$ cat config.mk
export PLATFORM = sky130hd
export DESIGN_NAME = uart_rx
export DESIGN_NICKNAME = d
export VERILOG_FILES = /design/src/rtl/uart_rx_pkg.sv /design/src/rtl/uart_baud_gen.sv /design/src/rtl/uart_rx.sv
export SDC_FILE = /design/constraint.sdc
export NUM_CORES = 1
export LEC_CHECK = 0
export ABC_CLOCK_PERIOD_IN_PS = 2700
export CAP_MARGIN = 10
export CORE_UTILIZATION = 28
export DETAILED_ROUTE_END_ITERATION = 10
export PLACE_DENSITY_LB_ADDON = 0.2
export SKIP_LAST_GASP = 1
export SLEW_MARGIN = 20
export SYNTH_ARGS = -nofsm -noshare
export SYNTH_HDL_FRONTEND = slang
export SYNTH_SLANG_ARGS = --single-unit
$ cat constraint.sdc
create_clock -name osc_clk -period 2.7 [get_ports osc_clk]
set_input_delay 0.27 -clock osc_clk [delete_from_list [all_inputs] [get_ports osc_clk]]
set_output_delay 0.27 -clock osc_clk [all_outputs]
set_load 0.01 [all_outputs]
$ cat src/rtl/uart_rx_pkg.sv
// Shared UART definitions: FSM state encodings, oversample constants, default divider.
// Kept separate so the future uart_tx can import the same encodings.
package uart_rx_pkg;

  typedef enum logic [2:0] {
    ST_IDLE   = 3'd0,
    ST_START  = 3'd1,
    ST_DATA   = 3'd2,
    ST_PARITY = 3'd3,
    ST_STOP   = 3'd4,
    ST_BREAK  = 3'd5
  } uart_state_e;

  localparam int          OS_RATE      = 16;
  localparam logic [3:0]  OS_MID       = 4'd7;
  localparam logic [3:0]  OS_SAMPLE    = 4'(OS_RATE - 1);
  localparam int          BAUD_DIV_DEF = 33;

endpackage

$ cat src/rtl/uart_baud_gen.sv
// Free-running divider: counts 0..BAUD_DIV-1 and emits a one-cycle tick on the wrap cycle.
// One tick equals 1/16 of a bit period.
module uart_baud_gen
  import uart_rx_pkg::*;
#(
  parameter int BAUD_DIV = BAUD_DIV_DEF
) (
  input  logic osc_clk,
  input  logic rst,
  output logic tick
);

  localparam int CW = (BAUD_DIV > 1) ? $clog2(BAUD_DIV) : 1;

  logic [CW-1:0] r_cnt;
  logic          w_wrap;

  assign w_wrap = (r_cnt == CW'(BAUD_DIV - 1));
  assign tick   = w_wrap;

  always_ff @(posedge osc_clk) begin
    if (rst)         r_cnt <= '0;
    else if (w_wrap) r_cnt <= '0;
    else             r_cnt <= r_cnt + CW'(1);
  end

endmodule

$ cat src/rtl/uart_rx.sv
// 16x oversampling UART receiver, 8 data bits, LSB first, one stop bit.
// Define UART_RX_PARITY_EN to expect an even-parity bit after the data bits.
module uart_rx
  import uart_rx_pkg::*;
#(
  parameter int BAUD_DIV = BAUD_DIV_DEF
) (
  input  logic       osc_clk,
  input  logic       rst,
  input  logic       rxd,
  output logic [7:0] data,
  output logic       valid,
  output logic       frame_err,
  output logic       parity_err,
  output logic       busy
);

  uart_state_e r_state, w_state_nxt;

  logic       r_sync1, r_sync2, r_rx_prev;
  logic [3:0] r_os;
  logic [2:0] r_bit_cnt;
  logic [7:0] r_shift;
  logic [7:0] r_data;
  logic       r_frame_err;
  logic       r_valid;
  logic       w_rx, w_fall, w_tick, w_sample;

  uart_baud_gen #(.BAUD_DIV(BAUD_DIV)) u_baud_gen (
    .osc_clk (osc_clk),
    .rst     (rst),
    .tick    (w_tick)
  );

  assign w_rx     = r_sync2;
  assign w_fall   = r_rx_prev & ~w_rx;
  assign w_sample = w_tick && (r_os == OS_SAMPLE);

  always_ff @(posedge osc_clk) begin
    if (rst) begin
      r_sync1   <= 1'b1;
      r_sync2   <= 1'b1;
      r_rx_prev <= 1'b1;
    end else begin
      r_sync1   <= rxd;
      r_sync2   <= r_sync1;
      r_rx_prev <= r_sync2;
    end
  end

  always_ff @(posedge osc_clk) begin
    if (rst) r_state <= ST_IDLE;
    else     r_state <= w_state_nxt;
  end

  always_comb begin
    w_state_nxt = r_state;
    case (r_state)
      ST_IDLE:  if (w_fall) w_state_nxt = ST_START;
      ST_START: if (w_tick && (r_os == OS_MID)) w_state_nxt = w_rx ? ST_IDLE : ST_DATA;
      ST_DATA: begin
        if (w_sample && (r_bit_cnt == 3'd7)) begin
`ifdef UART_RX_PARITY_EN
          w_state_nxt = ST_PARITY;
`else
          w_state_nxt = ST_STOP;
`endif
        end
      end
`ifdef UART_RX_PARITY_EN
      ST_PARITY: if (w_sample) w_state_nxt = ST_STOP;
`endif
      // Stop sampled low means the line is held in break; wait for it to release.
      ST_STOP:  if (w_sample) w_state_nxt = w_rx ? ST_IDLE : ST_BREAK;
      ST_BREAK: if (w_rx) w_state_nxt = ST_IDLE;
      default:  w_state_nxt = ST_IDLE;
    endcase
  end

`ifdef UART_RX_PARITY_EN
  logic r_par_bit;
  logic r_parity_err;
`endif

  always_ff @(posedge osc_clk) begin
    if (rst) begin
      r_os        <= 4'd0;
      r_bit_cnt   <= 3'd0;
      r_shift     <= 8'h00;
      r_data      <= 8'h00;
      r_frame_err <= 1'b0;
      r_valid     <= 1'b0;
`ifdef UART_RX_PARITY_EN
      r_par_bit    <= 1'b0;
      r_parity_err <= 1'b0;
`endif
    end else begin
      r_valid <= 1'b0;
      case (r_state)
        ST_IDLE: begin
          r_os      <= 4'd0;
          r_bit_cnt <= 3'd0;
        end
        ST_START: if (w_tick) r_os <= (r_os == OS_MID) ? 4'd0 : r_os + 4'd1;
        ST_DATA: begin
          if (w_tick) r_os <= r_os + 4'd1;
          if (w_sample) begin
            r_shift   <= {w_rx, r_shift[7:1]};
            r_bit_cnt <= r_bit_cnt + 3'd1;
          end
        end
`ifdef UART_RX_PARITY_EN
        ST_PARITY: begin
          if (w_tick)   r_os      <= r_os + 4'd1;
          if (w_sample) r_par_bit <= w_rx;
        end
`endif
        ST_STOP: begin
          if (w_tick) r_os <= r_os + 4'd1;
          if (w_sample) begin
            r_data      <= r_shift;
            r_frame_err <= ~w_rx;
            r_valid     <= 1'b1;
`ifdef UART_RX_PARITY_EN
            r_parity_err <= (^r_shift) ^ r_par_bit;
`endif
          end
        end
        default: ;
      endcase
    end
  end

  assign data      = r_data;
  assign valid     = r_valid;
  assign frame_err = r_frame_err;
  assign busy      = (r_state != ST_IDLE);
`ifdef UART_RX_PARITY_EN
  assign parity_err = r_parity_err;
`else
  assign parity_err = 1'b0;
`endif

endmodule

# Yosys cells after proc, flatten, opt, wreduce, memory -nomap -nowiden
# Index checks and enable logic that the tools add are counted.
# op_classes
add_sub_neg	3
n_eq_ne	16
mux	15
bitwise	3
n_reduce_logical	15
# op_table
op	count
3-bit two-way mux	7
3-bit one-hot mux with 5 select lines	1
2-bit != test, second input constant	7
4-bit two-way mux	3
4-bit one-hot mux with 3 select lines	1
3-bit == test, second input constant	3
6-bit by 1-bit adder with 6-bit output, second input constant	1
6-bit == test, second input constant	1
3-bit one-hot mux with 2 select lines	1
2-bit AND reduction	3
3-bit nonzero test	2
2-bit OR reduction	3
5-bit AND reduction	1
4-bit by 1-bit adder with 4-bit output, second input constant	1
4-bit by 3-bit == test with 1-bit output, second input constant	1
4-bit == test, second input constant	1
3-bit by 1-bit adder with 3-bit output, second input constant	1
3-bit by 1-bit == test with 1-bit output, second input constant	1
3-bit by 2-bit == test with 1-bit output, second input constant	1
1-bit logical AND	3
3-bit logical NOT	1
3-bit AND reduction	1
2-bit two-way mux	1
2-bit by 1-bit != test with 1-bit output, second input constant	1
other kinds (4)	5
# totals
reg_bits	37
input_bits	3
out_inout_bits	12
wordCells	63

# Logic depth before layout (Yosys ltp)
# Gate-level depths: netlist (run 1).
# depth
word_depth	5
mapped_depth	8
ltp_nobuf	7

# Hierarchy
# Synthesis (run 1) repeated with hierarchy kept, for this count alone.
# hier_totals
cells_unflattened	181
area_unflattened_um2	1672.9
# by_module_without_submodules
module	instances	cells_per_inst	area_per_inst_um2	seq_area_each_um2
uart_rx	1	152	1412.6	620.6
uart_baud_gen	1	29	260.2	120.1

# Least setup slack after synthesis (run 1)
# Ideal clock, no wire load.
# synth_path
path_kind	flip-flop to flip-flop
from	register r_os[0]
to	register r_state[2]
setup_ns	0.091
arrival_time_ns	1.470
t_required_ns	2.609
path_slack_ns	1.139
stages_incl_launch_ff	7
n_path_buf	0
synth_period_minus_slack_ns	1.561
path_cell_list	dfxtp_1 ha_1 and3_2 nand3_2 a31oi_1 a31oi_1 a311oi_1
# synth_between
elab_chain_len	5
word_cells_on_any_way	9
classes_between	eq/ne: 5; reduce/logical: 4
# synth_lines
item	line_no	source
start, declared	uart_rx.sv:21	logic [3:0] r_os;
start signal, assigned	uart_rx.sv:104	ST_START: if (w_tick) r_os <= (r_os == OS_MID) ? 4'd0 : r_os + 4'd1;
start signal, assigned	uart_rx.sv:106	if (w_tick) r_os <= r_os + 4'd1;
start signal, assigned	uart_rx.sv:119	if (w_tick) r_os <= r_os + 4'd1;
4-bit == test	uart_rx.sv:37	assign w_sample = w_tick && (r_os == OS_SAMPLE);
1-bit logical AND	uart_rx.sv:37	
1-bit logical AND	uart_rx.sv:62	if (w_sample && (r_bit_cnt == 3'd7)) begin
2-bit != test (no source line)	n/a	
5-bit AND reduction (no source line) *	n/a	
end signal, assigned	uart_rx.sv:53	else r_state <= w_state_nxt;
end, declared	uart_rx.sv:18	uart_state_e r_state, w_state_nxt;
# Every way passes the cells marked *; elsewhere a longest branch is shown, timed or not.
# A chain may end at the register's enable or synchronous reset.

# Worst setup path in the final report (run 1)
# layout_path
from	register r_state[2]
to	output busy
# layout_between
elab_chain_len	1
# layout_lines
item	line_no	source
3-bit nonzero test	uart_rx.sv:137	assign busy = (r_state != ST_IDLE);
end, declared	uart_rx.sv:15	output logic busy
# Every way passes these cells.

==> metrics.md, run 1 <==
| Metric | Value |
|---|---|
| Initial core utilization | 29.9% |
| Crit share post-route | around 75% |
| Row count | 26 |
| Port bufs | 13 |
| Antenna diodes | 0 |
| Clock sink total | 37 |
| Share of layout cells above drive strength 1 | 10.1% |
| Total wire length | 2930 microns |
| Outcome | completed |
| Hold Crit Class | register to register |
| DR vias | roughly 1200 |
| Post-route setup slack | around 0.66 ns |
| CP Class | register to output port |
| Ports | 15 |
| Initial antenna violation count | 0 |
| Hpwl dp | 1970 microns |
| Die area | approximately 6000 sq um |
| GRT overflow | 0 |
| Net count after synthesis | ~180 |
| Area post-placement | 1760 sq um |
| Slew headroom | 49.3% |
| Post-Syn Area | around 1600 sq um |
| RSZ-0062 raised after global routing | false |
| Gr usage total | between 10 and 15% |
| Critical Path AT | 1.77 ns |
| FF/Latch Area | 741 sq um |
| Clock Latency Late Sink | 0.29 ns |
| Final setup viols | 0 |
| Final setup TNS | 0 ns |
| Worst VDD drop | about 0.00034 V |
| Drt drc | 0 |
| CTS Hold Bufs | 0 |
| Pre-CTS WS | between 0.7 and 0.8 ns |
| Initial DRC count | 62 |
| Peak Freq | 491 MHz |
| Post-Synthesis Cells | 174 |
| Tmin final | 2.04 ns |
| Routability-driven placement congestion ratio | 0.759 |
| Area occupied by multi-input gates | 778 sq um |
| Post-synthesis sequential area ratio | a little under half |
| Critical path required time | 2.43 ns |
| Antenna Nets Post-Route | 0 |
| Number of global-route vias before repair | 1136 |
| Clock buffer count from CTS | 5 |
| PD cells | ~640 nW/um^2 |
| Worst-case clock buffer depth | 2 |
| Area grow syn2layout | 17.9% |
| Worst-path clk slew | approximately 0.08 ns |
| Pre-antenna DRT Iters | 4 |
| Syn_area_per_cell | 9.06 sq um |
| Routed len/inst | 11.3 microns |
| CTS tree | built |
| Library cells used by synthesis | 38 |
| Leakage | around 0.65 nW |
| Layout Skew | 0.00758 ns |
| Layout net count | 196 |
| First-pass GRT wire length | 5100 microns |
| Filler cell count | 573 |
| Synth warnings | 0 |
| CP endpoint kind | output port |
| Max Cap Viol | 0 |
| Largest net degree at the start of global routing | 22 |
| Die extent in x | around 77 microns |
| Root Buffer | clkbuf_8 |
| Post-CTS setup buffer count | 0 |
| Nature of the critical path startpoint | register |
| Final hold viol count | 0 |
| Post-Layout Inst Area | 1860 sq um |
| Register bit total from synthesis | 37 |
| Main flop type after synthesis | dfxtp_1 |
| Vias per cell | approximately 4.6 |
| Hold WS | 0.414 ns |
| Final Slew Violations | 0 |
| Least-Margin Pin Slew | 0.759 ns |
| Post-CTS Resized | 0 |
| Core Box Area | roughly 5300 sq um |
| Die Span Y | ~77 microns |
| CTS H-tree depth | 2 |
| Ys async rst share | 0% |
| Critical Path Fanout Max | 10 |
| Number of synthesized flops with an enable pin | 0 |
==> flip-flops by register name (all words and copies together), names as in the netlist <==
register,count
r_rx_prev,1
r_sync2,1
r_os,4
frame_err,1
r_state,3
u_baud_gen.r_cnt,6
data,8
r_sync1,1
r_bit_cnt,3
r_shift,8
valid,1
==> path summary, 6_finish.rpt <==
check,startpoint,endpoint,slack (ns),depth (start not counted)
worst min-delay path,r_sync1$_SDFF_PP1_,r_sync2$_SDFF_PP1_,0.41,1
worst max-delay path,r_state[2]$_SDFFE_PP0P_,busy,0.66,3
worst min register to register,r_sync1$_SDFF_PP1_,r_sync2$_SDFF_PP1_,0.41,1
worst max register to register,r_state[2]$_SDFFE_PP0P_,r_bit_cnt[0]$_SDFFE_PP0P_,0.76,5
==> where the power goes <==
group,leakage (nW),switching (W),internal (W),total (W)
registers,0.300,0.0000317,0.000569,0.000600
logic,0.295,0.000106,0.0000758,0.000182
clock network,0.0512,0.000204,0.000207,0.000411
total,0.646,0.000341,0.000852,0.00119
==> per-stage QoR <==
| step | total power [W] | instances | utilization (%) |
|---|---|---|---|
| 5_1_grt | 0.00126 | 259 | 35.3 |
| 4_1_cts | 0.00121 | 259 | 35.3 |
| 3_3_place_gp | 0.000798 | 251 | 33.5 |
| 6_report | 0.00119 | 259 | 35.3 |
| 3_5_place_dp | 0.000796 | 251 | 33.5 |
| 2_1_floorplan | 0.000750 | 174 | - |
==> worst max-delay path, stage by stage, from the launching register on <==
cell             delay, ns
dfxtp_1               0.42
nor3_1                0.36
inv_1                 0.18
clkdlybuf4s50_1       0.52
==> placed cells by master, fill, tap and decap left out, types with 2 or more instances in the layout <==
cell type         n
ha_1              5
nand2_1          25
inv_1             5
xor2_1            4
a31oi_1           4
or2_2             3
nor2_1           20
dfxtp_1          37
nand3_1           9
and2_1            2
nor3_1            3
a21oi_1          15
a21boi_0          2
clkbuf_8          6
clkdlybuf4s50_1  13
xnor2_1           3
mux2i_1           8
nand4_1           3
==> cells by family (layout without fill, tap and decap cells) <==
kind of cell    after synthesis  after routing  synth area share [%]
fa+ha+maj                     5              5                  3.97
mux                           8              8                  5.08
other cells                   1              1                 0.238
buf+inv                      12             27                  3.65
compound gates               28             28                  11.8
xor+xnor                      7              7                  3.89
simple gates                 76             76                  24.4
flops                        37             37                  47.0
==> cell usage after synthesis, types with 2 or more instances <==
library cell  number  area share, %
a21boi_0           2           0.95
a21oi_1           15            4.8
a31oi_1            4            1.6
and2_1             2           0.79
buf_4              3            1.4
clkbuf_1           3           0.71
dfxtp_1           37             47
ha_1               5            4.0
inv_1              5            1.2
mux2i_1            8            5.1
nand2_1           25            6.0
nand3_1            9            2.9
nand4_1            3            1.2
nor2_1            20            4.8
nor3_1             3           0.95
or2_2              3            1.2
xnor2_1            3            1.7
xor2_1             4            2.2
==> layer usage <==
layer,up-vias,share of wire (%),track usage [%]
li1,617,-,-
met1,557,51,13.8
met2,17,44,17.0
met3,6,3.3,3.33
met4,0,2.1,5.47
met5,-,0,0
==> final cells by class <==
class                   instances  share of cell area (%)
well taps                      70                    4.71
flip-flops and latches         37                    39.8
clock buffers                   6                    4.44
clock inverters                 2                   0.740
multi-input cells             125                    41.9
inverters                       5                    1.01
repair buffers                 14                    7.40
(Power assumes the default switching activity.)
==> inputs of run 2 (changes only) <==
ABC_CLOCK_PERIOD_IN_PS = 2050   (was 2700)
clock period = 2.05 ns   (was 2.7 ns; I/O delays follow)
==> metrics.md, run 2 (synthesized netlist as in run 1, its figures left out) <==
| Metric | Value |
|---|---|
| RSZ-0062 raised after global routing | false |
| Clock Latency Late Sink | 0.28 ns (about the same) |
| Worst-path clk slew | 0.08 ns (about the same) |
| R2r startpoint | r_os[0]$_SDFFE_PP0P_ |
| PD cells | 852 nW/um^2 (+33%) |
| Final setup viols | 0 (unchanged) |
| Number of global-route vias before repair | 1121 (-1.3%) |
| Largest net degree at the start of global routing | 13 (-41%) |
| Post-CTS setup buffer count | 0 (unchanged) |
| Area grow syn2layout | 20.5% |
| Initial core utilization | 29.9% (unchanged) |
| Root Buffer | clkbuf_8 |
| Worst-case clock buffer depth | 2 (unchanged) |
| Drt drc | 0 (unchanged) |
| Internal power | 0.00117 W (+38%) |
| First-pass GRT wire length | 5150 microns (+0.94%) |
| Final Slew Violations | 0 (unchanged) |
| Gr usage total | 10.9% (-0.081 points) |
| Worst Hold Launch | r_sync1$_SDFF_PP1_ |
| Antenna diodes | 0 (unchanged) |
| Filler cell count | 546 (-4.7%) |
| Initial DRC count | 51 (-18%) |
| Pre-antenna DRT Iters | 4 (unchanged) |
| Clock power frac | 35.0% (+0.6 points) |
| Register-to-Register Path Depth | 6 (+1) |
| Post-Layout Inst Area | 1900 sq um (+2.2%) |
| Slew headroom | 66.8% (+18 points) |
| Leakage | 0.670 nW (+3.7%) |
| Combinational power share | 15.9% (+0.7 points) |
| Critical path required time | 1.85 ns (-0.58 ns) |
| Peak Freq | approximately 550 MHz |
| Ports | 15 (unchanged) |
| Initial antenna violation count | 0 (unchanged) |
| Design Power | 0.00162 W (+36%) |
| Share of layout cells above drive strength 1 | 12.4% (+2.4 points) |
| CP Class | register to output port |
| Sw power | 0.000443 W (+30%) |
| Nature of the critical path startpoint | register |
| Row count | 26 (unchanged) |
| Crit share post-route | about nine tenths |
| Routability-driven placement congestion ratio | 0.715 (-5.7%) |
| Tmin final | 1.82 ns |
| Critical Path AT | 1.62 ns (-0.15 ns) |
| Hpwl dp | 2050 microns (+4.0%) |
| Post-CTS Resized | 0 (unchanged) |
| Core Box Area | 5270 sq um (unchanged) |
| Total wire length | 2920 microns (-0.27%) |
| Least-Margin Pin Slew | 0.496 ns (-0.263 ns) |
| Final hold viol count | 0 (unchanged) |
| Port bufs | 13 (unchanged) |
| GRT overflow | 0 (unchanged) |
| Die area | 5930 sq um (unchanged) |
| Commonest non-fill, non-tap cell in the layout | dfxtp_1 |
| Layout Skew | 0.00636 ns (-0.00122 ns) |
| Max Cap Viol | 0 (unchanged) |
| Worst VDD drop | 0.000372 V (+9.5%) |
| Critical Path Fanout Max | 10 (unchanged) |
| Seq pwr share | 49.1% (-1.2 points) |
| Final setup TNS | 0 ns (unchanged) |
| Hold Crit Class | register to register |
| Die Span Y | 77.0 microns (unchanged) |
| Antenna Nets Post-Route | 0 (unchanged) |
| Die extent in x | 77.0 microns (unchanged) |
| Most frequent cells in the layout | dfxtp_1 (36), nand2_1 (25), nor2_1 (20) |
| Worst Setup SP | r_state[2]$_SDFFE_PP0P_ |
| CTS H-tree depth | 2 (unchanged) |
| CTS Hold Bufs | 0 (unchanged) |
| Outcome | completed |
| Clock buffer count from CTS | 5 (unchanged) |
| Area post-placement | 1790 sq um (+1.7%) |
| Layout net count | 200 (+2.0%) |
| Vias per cell | 4.51 (-2.5%) |
| Fin util | 36.0% (+0.76 points) |
| DR vias | 1185 (-1.0%) |
| Hold path cells | 1 (unchanged) |
| Switching Share | 27.4% (-1.2 points) |
| CTS tree | built |
| Routed len/inst | 11.1 microns (-1.8%) |
| Clock sink total | 37 (unchanged) |
| CP endpoint kind | output port |
[run 2: cell type report]
class | count | area (sq um) | area share (%)
Multi-Input combinational cell | 125 | 778 | 41.0
Sequential cell | 37 | 742 | 39.1
Timing Repair Buffer | 18 | 168 | 8.83
Clock buffer | 7 | 96.3 | 5.07
Tap cell | 70 | 87.6 | 4.61
Inverter | 5 | 18.8 | 0.988
Clock inverter | 1 | 8.76 | 0.461
[run 2: path summary, 6_finish.rpt]
check | slack, ns | end
setup / recovery | 0.23 | busy
hold / removal | 0.41 | r_sync2$_SDFF_PP1_
setup reg to reg | 0.28 | r_state[2]$_SDFFE_PP0P_
hold reg to reg | 0.41 | r_sync2$_SDFF_PP1_
[run 2: power by group through the flow]
| stage | registers [W] | clock network [W] | logic (W) |
|---|---|---|---|
| 2_1_floorplan | 0.000788 | 0 | 0.000200 |
| 3_3_place_gp | 0.000810 | 0 | 0.000263 |
| 3_5_place_dp | 0.000809 | 0 | 0.000259 |
| 4_1_cts | 0.000793 | 0.000592 | 0.000258 |
| 5_1_grt | 0.000801 | 0.000623 | 0.000294 |
| 6_report | 0.000794 | 0.000567 | 0.000257 |
[run 2: worst max-delay path, cell delays in order, from the launching register on]
cell and delay (ns):
dfxtp_2 0.38, nor3_1 0.28, inv_1 0.16, clkdlybuf4s50_1 0.51
[run 2: metal layers]
metal	vias to the layer above	track usage, %	wire, microns	share of wire, %
met2	14	16.8	1270	43
met3	2	2.98	71	2.4
met4	0	5.66	34	1.2
met1	543	13.8	1550	53
li1	626	-	-	-
met5	-	0	0	0
[run 2: through the flow]
stage                     std cells  hold slack, ns  setup slack, ns
after floorplan                 174           0.309            0.489
after global placement          255           0.390            0.307
after detailed placement        255           0.397            0.287
after CTS                       263           0.418            0.113
after global routing            263           0.428           0.0260
final                           263           0.415            0.227
==> inputs of run 3 (changes only) <==
--- a/constraint.sdc
+++ b/constraint.sdc
@@ -3,2 +3,2 @@
 set_output_delay 0.205 -clock osc_clk [all_outputs]
-set_load 0.01 [all_outputs]
+set_load 0.1 [all_outputs]
==> metrics.md, run 3 (synthesized netlist as in run 1, its figures left out) <==
| Metric | Value |
|---|---|
| Final setup TNS | 0 ns (unchanged) |
| DR vias | 1178 (-0.59%) |
| Cells along the critical path | nor3_1 > inv_1 > buf_4 > buf_12 |
| Max stage delay on crit path | 0.42 ns (-0.09 ns) |
| Die extent in x | 77.0 microns (unchanged) |
| First-pass GRT wire length | 5040 microns (-2.1%) |
| CTS tree | built |
| Layout Skew | 0.00792 ns (+0.00156 ns) |
| Slew headroom | 66.1% (-0.74 points) |
| Worst Hold Launch | r_sync1$_SDFF_PP1_ |
| Buf+Inv Stages, Crit Path | 3 (+1) |
| Switching Share | 30.8% (+3.4 points) |
| Internal power | 0.00115 W (-2.0%) |
| Gr usage total | 10.8% (-0.15 points) |
| Largest net degree at the start of global routing | 13 (unchanged) |
| Leakage | 0.684 nW (+2.2%) |
| Peak Freq | 562 MHz (+2.5%) |
| Critical Path Fanout Max | 10 (unchanged) |
| Worst path slowest cell | dfxtp_1 |
| Max Cap Viol | 0 (unchanged) |
| GRT overflow | 0 (unchanged) |
| Die area | 5930 sq um (unchanged) |
| Antenna diodes | 0 (unchanged) |
| Worst-case clock buffer depth | 2 (unchanged) |
| Area grow syn2layout | 18.5% |
| Layout net count | 200 (unchanged) |
| Hpwl dp | 2060 microns (+0.30%) |
| Worst Setup SP | r_state[2]$_SDFFE_PP0P_ |
| Filler cell count | 557 (+2.0%) |
| Final setup viols | 0 (unchanged) |
| FF/Latch Area | 741 sq um (-0.17%) |
| Total wire length | 2900 microns (-0.89%) |
| Combinational power share | 21.5% (+5.6 points) |
| Routed len/inst | 11.1 microns (-0.51%) |
| Routability-driven placement congestion ratio | 0.714 (-0.25%) |
| Antenna Nets Post-Route | 0 (unchanged) |
| Hold Crit Class | register to register |
| Critical path required time | 1.85 ns (about the same) |
| Post-CTS Resized | 0 (unchanged) |
| Number of global-route vias before repair | 1089 (-2.9%) |
| Area post-placement | 1780 sq um (-0.84%) |
| Root Buffer | clkbuf_8 |
| Post-CTS setup buffer count | 0 (unchanged) |
| Area occupied by multi-input gates | 778 sq um (unchanged) |
| Nature of the critical path startpoint | register |
| Clock sink total | 37 (unchanged) |
| Drt drc | 0 (unchanged) |
| Crit share post-route | 86.7% (-2.2 points) |
| Row count | 26 (unchanged) |
| CTS Hold Bufs | 0 (unchanged) |
| CP delay by family, top | buffers and inverters |
| Sw power | 0.000513 W (+16%) |
| Post-Layout Inst Area | 1870 sq um (-1.6%) |
| RSZ-0062 raised after global routing | false |
| Port bufs | 13 (unchanged) |
| Most frequent cells in the layout | dfxtp_1 (37), nand2_1 (25), nor2_1 (20) |
| PD cells | 890 nW/um^2 (+4.5%) |
| CP endpoint kind | output port |
| Pre-antenna DRT Iters | 4 (unchanged) |
| Least-Margin Pin Slew | 0.507 ns (+0.0111 ns) |
| R2r startpoint | r_os[0]$_SDFFE_PP0P_ |
| Core Box Area | 5270 sq um (unchanged) |
| CP Class | register to output port |
| Tmin final | 1.78 ns (-0.0450 ns) |
| Die Span Y | 77.0 microns (unchanged) |
| Ports | 15 (unchanged) |
| Initial DRC count | 44 (-14%) |
| Commonest non-fill, non-tap cell in the layout | dfxtp_1 |
| CTS H-tree depth | 2 (unchanged) |
| Clock power frac | 30.9% (-4.1 points) |
| Worst-path clk slew | 0.07 ns (about the same) |
| Worst VDD drop | 0.000471 V (+27%) |
| Seq pwr share | 47.7% (-1.4 points) |
| Clock buffer count from CTS | 5 (unchanged) |
| Initial core utilization | 29.9% (unchanged) |
| Clock Latency Late Sink | 0.29 ns (about the same) |
| Final Slew Violations | 0 (unchanged) |
| Vias per cell | 4.50 (-0.21%) |
| Design Power | 0.00166 W (+2.8%) |
| Final hold viol count | 0 (unchanged) |
| Initial antenna violation count | 0 (unchanged) |
| Share of layout cells above drive strength 1 | 17.2% (+4.8 points) |
| Outcome | completed |
| Critical Path AT | 1.57 ns (-0.05 ns) |
-- run 3: cell count changes in the layout (fill, tap and decap cells not counted), sizes merged --
cell and change:
buf +11, clkdlybuf4s50 -11, inv -1, clkbuf -1
clkinvlp +1
-- run 3: worst reg2reg max path, delay by kind of cell, from the launching register on --
kind | cells | cell delay (ns)
flops | 1 | 0.37
simple gates | 2 | 0.35
fa+ha+maj | 1 | 0.22
compound gates | 3 | 0.75
-- run 3: routing by layer --
metal	vias to the layer above	global-route usage [%]	share of wire (%)	routed length (microns)
met2	15	15.6	42	1210
met3	4	3.69	3.2	94
met1	538	14.4	53	1550
li1	621	-	-	-
met5	-	0	0	0
met4	0	4.53	1.7	50
-- run 3: worst paths after layout --
| check | to | slack (ns) | depth (start not counted) |
|---|---|---|---|
| worst max register to register | r_state[2]$_SDFFE_PP0P_ | 0.29 | 6 |
| worst max-delay path | busy | 0.27 | 4 |
| worst min-delay path | r_sync2$_SDFF_PP1_ | 0.41 | 1 |
| worst min register to register | r_sync2$_SDFF_PP1_ | 0.41 | 1 |
-- run 3: through the flow --
step | hold slack [ns] | utilization (%) | setup WS [ns] | std cells
floorplan | 0.309 | - | 0.104 | 174
global placement | 0.391 | 33.7 | 0.313 | 255
detailed placement | 0.397 | 33.7 | 0.282 | 255
CTS | 0.418 | 35.4 | 0.272 | 262
global route | 0.428 | 35.4 | 0.0465 | 262
finish | 0.414 | 35.4 | 0.272 | 262
-- run 3: cell type report --
cell class	count	share of cell area [%]
Clock buffer	6	4.42
Clock inverter	1	0.402
Inverter	5	1.00
Multi-Input combinational cell	125	41.7
Sequential cell	37	39.7
Tap cell	70	4.69
Timing Repair Buffer	18	8.17
-- run 3: power groups by stage --
| stage | clock network [W] | registers [W] | logic, W |
|---|---|---|---|
| floorplan | 0 | 0.000788 | 0.000274 |
| global placement | 0 | 0.000808 | 0.000365 |
| detailed placement | 0 | 0.000810 | 0.000358 |
| finish | 0.000514 | 0.000793 | 0.000357 |
| CTS | 0.000535 | 0.000793 | 0.000359 |
| global route | 0.000575 | 0.000799 | 0.000391 |
